$ cat src/rtl/speicher_arbiter.sv
// Round-robin arbiter sharing one single-port synchronous RAM between the
// instruction-fetch port (B) and the load/store port (D). It serves one access every four cycles.
module speicher_arbiter #(
    parameter int WORTBREITE = 32,
    parameter int WORTE      = 256,
    parameter int ADRESSBITS = $clog2(WORTE)
) (
    input  logic                  Clock,
    input  logic                  Reset,
    input  logic                  B_Anfrage,
    input  logic [ADRESSBITS-1:0] B_Adresse,
    output logic [WORTBREITE-1:0] B_DatenRaus,
    output logic                  B_Fertig,
    input  logic                  D_Anfrage,
    input  logic                  D_SchreibenAn,
    input  logic [ADRESSBITS-1:0] D_Adresse,
    input  logic [WORTBREITE-1:0] D_DatenRein,
    output logic [WORTBREITE-1:0] D_DatenRaus,
    output logic                  D_Fertig,
    output logic                  RamSchreibenAn,
    output logic [ADRESSBITS-1:0] RamAdresse,
    output logic [WORTBREITE-1:0] RamDatenRein,
    input  logic [WORTBREITE-1:0] RamDatenRaus
);

    typedef enum logic [1:0] {FREI, ZUGRIFF, WARTEN, QUITTUNG} zustand_t;

    zustand_t zustand;
    logic     letzter_d;
    logic     gewaehlt_d;
    logic     schreiben;
    logic     wahl_d;

    // On a tie the port that did not win the previous grant gets the RAM.
    always_comb begin
        wahl_d = D_Anfrage && (!B_Anfrage || !letzter_d);
    end

    always_ff @(posedge Clock) begin
        if (Reset) begin
            zustand        <= FREI;
            letzter_d      <= 1'b1;
            gewaehlt_d     <= 1'b0;
            schreiben      <= 1'b0;
            B_Fertig       <= 1'b0;
            D_Fertig       <= 1'b0;
            B_DatenRaus    <= '0;
            D_DatenRaus    <= '0;
            RamSchreibenAn <= 1'b0;
            RamAdresse     <= '0;
            RamDatenRein   <= '0;
        end else begin
            case (zustand)
                FREI: begin
                    if (B_Anfrage || D_Anfrage) begin
                        gewaehlt_d     <= wahl_d;
                        letzter_d      <= wahl_d;
                        schreiben      <= wahl_d && D_SchreibenAn;
                        RamSchreibenAn <= wahl_d && D_SchreibenAn;
                        RamAdresse     <= wahl_d ? D_Adresse : B_Adresse;
                        RamDatenRein   <= wahl_d ? D_DatenRein : '0;
                        zustand        <= ZUGRIFF;
                    end
                end
                ZUGRIFF: begin
                    RamSchreibenAn <= 1'b0;
                    zustand        <= WARTEN;
                end
                // Read data from the RAM is valid now; a store leaves DatenRaus untouched.
                WARTEN: begin
                    if (gewaehlt_d) begin
                        if (!schreiben) begin
                            D_DatenRaus <= RamDatenRaus;
                        end
                        D_Fertig <= 1'b1;
                    end else begin
                        B_DatenRaus <= RamDatenRaus;
                        B_Fertig    <= 1'b1;
                    end
                    zustand <= QUITTUNG;
                end
                QUITTUNG: begin
                    B_Fertig <= 1'b0;
                    D_Fertig <= 1'b0;
                    zustand  <= FREI;
                end
                default: begin
                    zustand <= FREI;
                end
            endcase
        end
    end

endmodule

$ cat config.mk
export PLATFORM = sky130hd
export DESIGN_NAME = speicher_arbiter
export DESIGN_NICKNAME = d
export VERILOG_FILES = /design/src/rtl/speicher_arbiter.sv
export SDC_FILE = /design/constraint.sdc
export NUM_CORES = 1
export LEC_CHECK = 0
export BUFFER_PORTS_ARGS = -buffer_cell sky130_fd_sc_hd__buf_2
export CAP_MARGIN = 20
export CORE_MARGIN = 2
export CORE_UTILIZATION = 42
export CTS_CLUSTER_SIZE = 12
export DETAILED_ROUTE_END_ITERATION = 16
export PLACE_DENSITY = 0.75
export SYNTH_ARGS = -nofsm -noshare
export SYNTH_HDL_FRONTEND = slang
export SYNTH_SLANG_ARGS = --single-unit
$ cat constraint.sdc
create_clock -name Clock -period 1.47 [get_ports Clock]
set_input_delay 0.2205 -clock Clock [delete_from_list [all_inputs] [get_ports Clock]]
set_output_delay 0.2205 -clock Clock [all_outputs]
set_load 0.1 [all_outputs]
Yosys cells after proc, flatten, opt, wreduce, memory -nomap -nowiden --
Index checks and enable logic that the tools add are counted. W data, S select, Z words.
Word-level totals: register bits after elaboration 112, bits in latches 0, bits in writable memories 0, memory bits (read-only) 0, input bits 85, output and inout port bits 107, logic and storage cells 44, memories 0
Operators by class: $add $sub $neg 0, multiply operators 0, div/mod/pow operators 0, $lt $le $gt $ge 0, equal/unequal tests 6, shift operators 0, muxes and demuxes 10, bitwise gates (word level) 2, reduce and logical (&&, ||, !) cells 15
Operators with widths (count):
- $mux W32 | 1
- $reduce_and A2 Y1 | 5
- $mux W8 | 1
- $pmux W2 S4 | 1
- $ne A2 B2 Y1 const B | 3
- $pmux W1 S2 | 3
- $eq A2 B2 Y1 const B | 2
- $reduce_bool A2 Y1 | 2
- $mux W1 | 3
- $reduce_and A3 Y1 | 1
- $eq A2 B1 Y1 const B | 1
- $logic_and A1 B1 Y1 | 2
- $logic_not A1 Y1 | 2
- $logic_not A2 Y1 | 1
- $logic_or A1 B1 Y1 | 2
- $mux W2 | 1
- $not A1 Y1 | 2

Longest topological paths before layout --
word-level depth 6, mapped depth 7, depth with buffers taken out 5

Worst setup path after synthesis --
Ideal clock, no wire load.
kind reg2reg, start point reg, netlist name RamSchreibenAn, end point reg RamSchreibenAn, setup time 87 ps, arrival time 1415 ps, required time 1383 ps, slack -32 ps, cell stages (with the launch flop) 3, buffers on the path 0, clock period less this slack 1502 ps, cells stage by stage dfxtp_1 -> nand3_1 -> a221oi_2
RTL lines:
- end signal, assigned | RTL line 59 | RamSchreibenAn <= wahl_d && D_SchreibenAn;
- end, declared | RTL line 20 | output logic RamSchreibenAn,

Worst setup path in the final report --
start point reg RamDatenRein[20], end point out RamDatenRein[20]
RTL lines:
- start, declared | RTL line 22 | output logic [WORTBREITE-1:0] RamDatenRein,
- start signal, assigned | RTL line 61 | RamDatenRein <= wahl_d ? D_DatenRein : '0;
No word-level cell between the ends.

==> reports/metrics.yaml <==
run_status:
  result_of_the_run: "finished clean"
grt:
  first_pass_grt_wire_length_um: 16600
  gr-total-overflow: 0
  via_count_of_the_first_global_routing_pass: 3748
  all_layer_gr_usage: 0.197
  antenna_found_initial: 0
  grt_max_degree: 65
detailed_routing:
  remaining_drc_errors: 0
  route.vias.total: 4027
  detail-route-antenna-nets: 0
  first_iter_violations: 107
  wl_per_cell_um: 13.6
  first_pass_iters: 4
  via_per_inst: 5.07
  finalWirelength_um: 10800
cells_and_area:
  syn_to_final_growth_pct: 33.9
  filler_cell_count: 941
  instances_no_fill: 795
  multiInputGateArea_um2: 1700
  layout-drive-gt1-share: 0.363
  antenna-diode-count: 0
  area.sequential_um2: 2240
  post-route-cell-area_um2: 5490
  final_nets: 748
timing:
  worst_slew_pin_slew_ns: 0.526
  maxClockFrequency_ghz: 0.718
  skew_ns: 0.0105
  final_setup_violating_endpoints: 0
  finalWorstSetupSlack_ns: 0.0767
  fin_setup_tns_ns: 0
  fin_crit_sh: 0.948
  grt_setup_unrepaired: "false"
  timing.final.max_slew_violations: 0
  final-hold-violation-count: 0
  period_needed_ns: 1.39
  slew_headroom: 0.652
cts:
  clock_sinks: 112
  clk_pin_slew_worst_paths_ns: 0.10
  clk_root_buffer_cell: "sky130_fd_sc_hd__clkbuf_8"
  cts-hold-fix-buffers: 0
  cts.htree.levels: 3
  post_cts.resized_instances: 3
  clock_tree_from_tritoncts: "built"
  max-clock-path-buffers: 2
  clk_latency_ns: 0.36
  cts_made_buffers: 9
  cts_post_setup_buffers_inserted: 0
critical_path:
  cp_data_required_time_ns: 1.25
  path_class: "reg2out"
  crit_family: "buffers and inverters"
  crit_chain: "buf_2"
  critical_path.max_fanout: 2
  worst_setup_path_end_kind: "primary output"
  slowest_stage: "sky130_fd_sc_hd__buf_2"
  slowest_delay_ns: 0.44
  worst-path-buf-inv: 1
  worstPathArrival_ns: 1.17
  setup.worst_path.start_class: "flop"
synthesis:
  synth_sequential_area_ratio: 0.547
  synth_seq_cells: 112
  syn-mean-instance-area_um2: 8.56
  post_synth_num_cell_types: 28
  post-synth-top-count-cell: "sky130_fd_sc_hd__nand2_1"
  synthesis.nets: 569
  synthesis.instances: 479
  yosys-top-cells-area: "sky130_fd_sc_hd__dfxtp_1 55%, sky130_fd_sc_hd__nand2_1 13%, sky130_fd_sc_hd__a21oi_1 9.3%"
  synth_top_area_cell: "sky130_fd_sc_hd__dfxtp_1"
  syn-cell-area_um2: 4100
  synth_edf_count: 0
  ys_top_cells_by_count: "139 x sky130_fd_sc_hd__nand2_1, 112 x sky130_fd_sc_hd__dfxtp_1, 76 x sky130_fd_sc_hd__a21oi_1"
  yosysWarningCount: 0
  ys.flop_type: "sky130_fd_sc_hd__dfxtp_1"
  synth.top_cell.area_share: 0.547
  synth_async_sr_flop_share: 0
power_and_ir_drop:
  irDropWorstVdd_mv: 0.994
  design_power_total_mw: 10.5
  power.density_nw_per_um2: 1920
  power_leakage_nw: 2.44
placement:
  gp_routability_congestion: 0.784
  post_dp_cell_area_um2: 5260
  placed_cells_incl_taps: 780
  dp_hpwl_um: 7800
  dp_slack_ns: -0.0273
  portBuffers: 191
floorplan:
  floorplan.core_area_um2: 9640
  row_count: 36
  die_h_um: 103
  floorplan.die.width_um: 103
  floorplan.die_area_um2: 10600
  start_util: 0.425
  io_pins: 192
worst_hold_path:
  worst_hold_path_type: "in2reg"
job:
  max_cap_viol_count: 0
==> layer usage <==
metal  track usage  wire, um
met5             0         0
met4        0.0698       198
met3        0.0732      1110
met2         0.344      5180
met1         0.222      4340
==> cells by family after synthesis <==
family,after synthesis,synth area share
buffers and inverters,43,0.0470
adder cells (fa/ha/maj),5,0.0153
AND/OR/NAND/NOR,192,0.183
flip-flops,112,0.547
AO/OA/AOI/OAI,127,0.208
==> path summary, 6_finish.rpt <==
check / cells past startpoint / end / start / slack [ns]
min reg2reg: 2 / B_DatenRaus[6] / B_DatenRaus[6] / 0.46
min: 3 / D_DatenRaus[13] / RamDatenRaus[13] / 0.10
max reg2reg: 5 / D_DatenRaus[23] / zustand[1] / 0.09
max: 1 / RamDatenRein[20] / RamDatenRein[20] / 0.08
==> tightest hold or removal path, cell delays in order <==
cell	delay, ns
sky130_fd_sc_hd__buf_2	0.10
sky130_fd_sc_hd__nand2_1	0.05
sky130_fd_sc_hd__a21oi_1	0.05
==> registers in the layout, summed over array words and instances (netlist names) <==
signal	cells
B_DatenRaus	32
D_DatenRaus	32
RamDatenRein	32
RamAdresse	8
zustand	2
B_Fertig	1
D_Fertig	1
RamSchreibenAn	1
gewaehlt_d	1
letzter_d	1
schreiben	1
==> final cells by class <==
cell class | count | share of cell area
sequential | 112 | 0.409
multi-input combinational | 324 | 0.310
timing repair buffer | 208 | 0.215
tap | 133 | 0.0303
clock buffer | 12 | 0.0264
clock inverter | 3 | 0.00775
inverter | 3 | 0.00205
==> where the power goes <==
group,internal [mW],total [mW],switching [mW]
sequential,3.44,3.66,0.226
clock,0.826,1.79,0.963
combinational,1.11,5.07,3.96
total,5.37,10.5,5.15
==> layout by cell type, fill, tap and decap left out, drive strengths merged, types with 2 or more instances in the layout <==
cell	n
buf	208
ha	5
o21ai	3
a22oi	2
clkbuf	12
a211oi	8
nor2	43
a21oi	76
dfxtp	112
nand2	139
nand3	5
inv	3
a21bo	2
a32oi	32
==> stage by stage <==
stage	hold slack [ns]	utilization
6_report	0.100	0.569
5_1_grt	0.0861	0.569
4_1_cts	0.0824	0.566
3_5_place_dp	0.445	0.546
3_3_place_gp	0.439	0.546
2_1_floorplan	0.357	-
(Power assumes the default switching activity.)
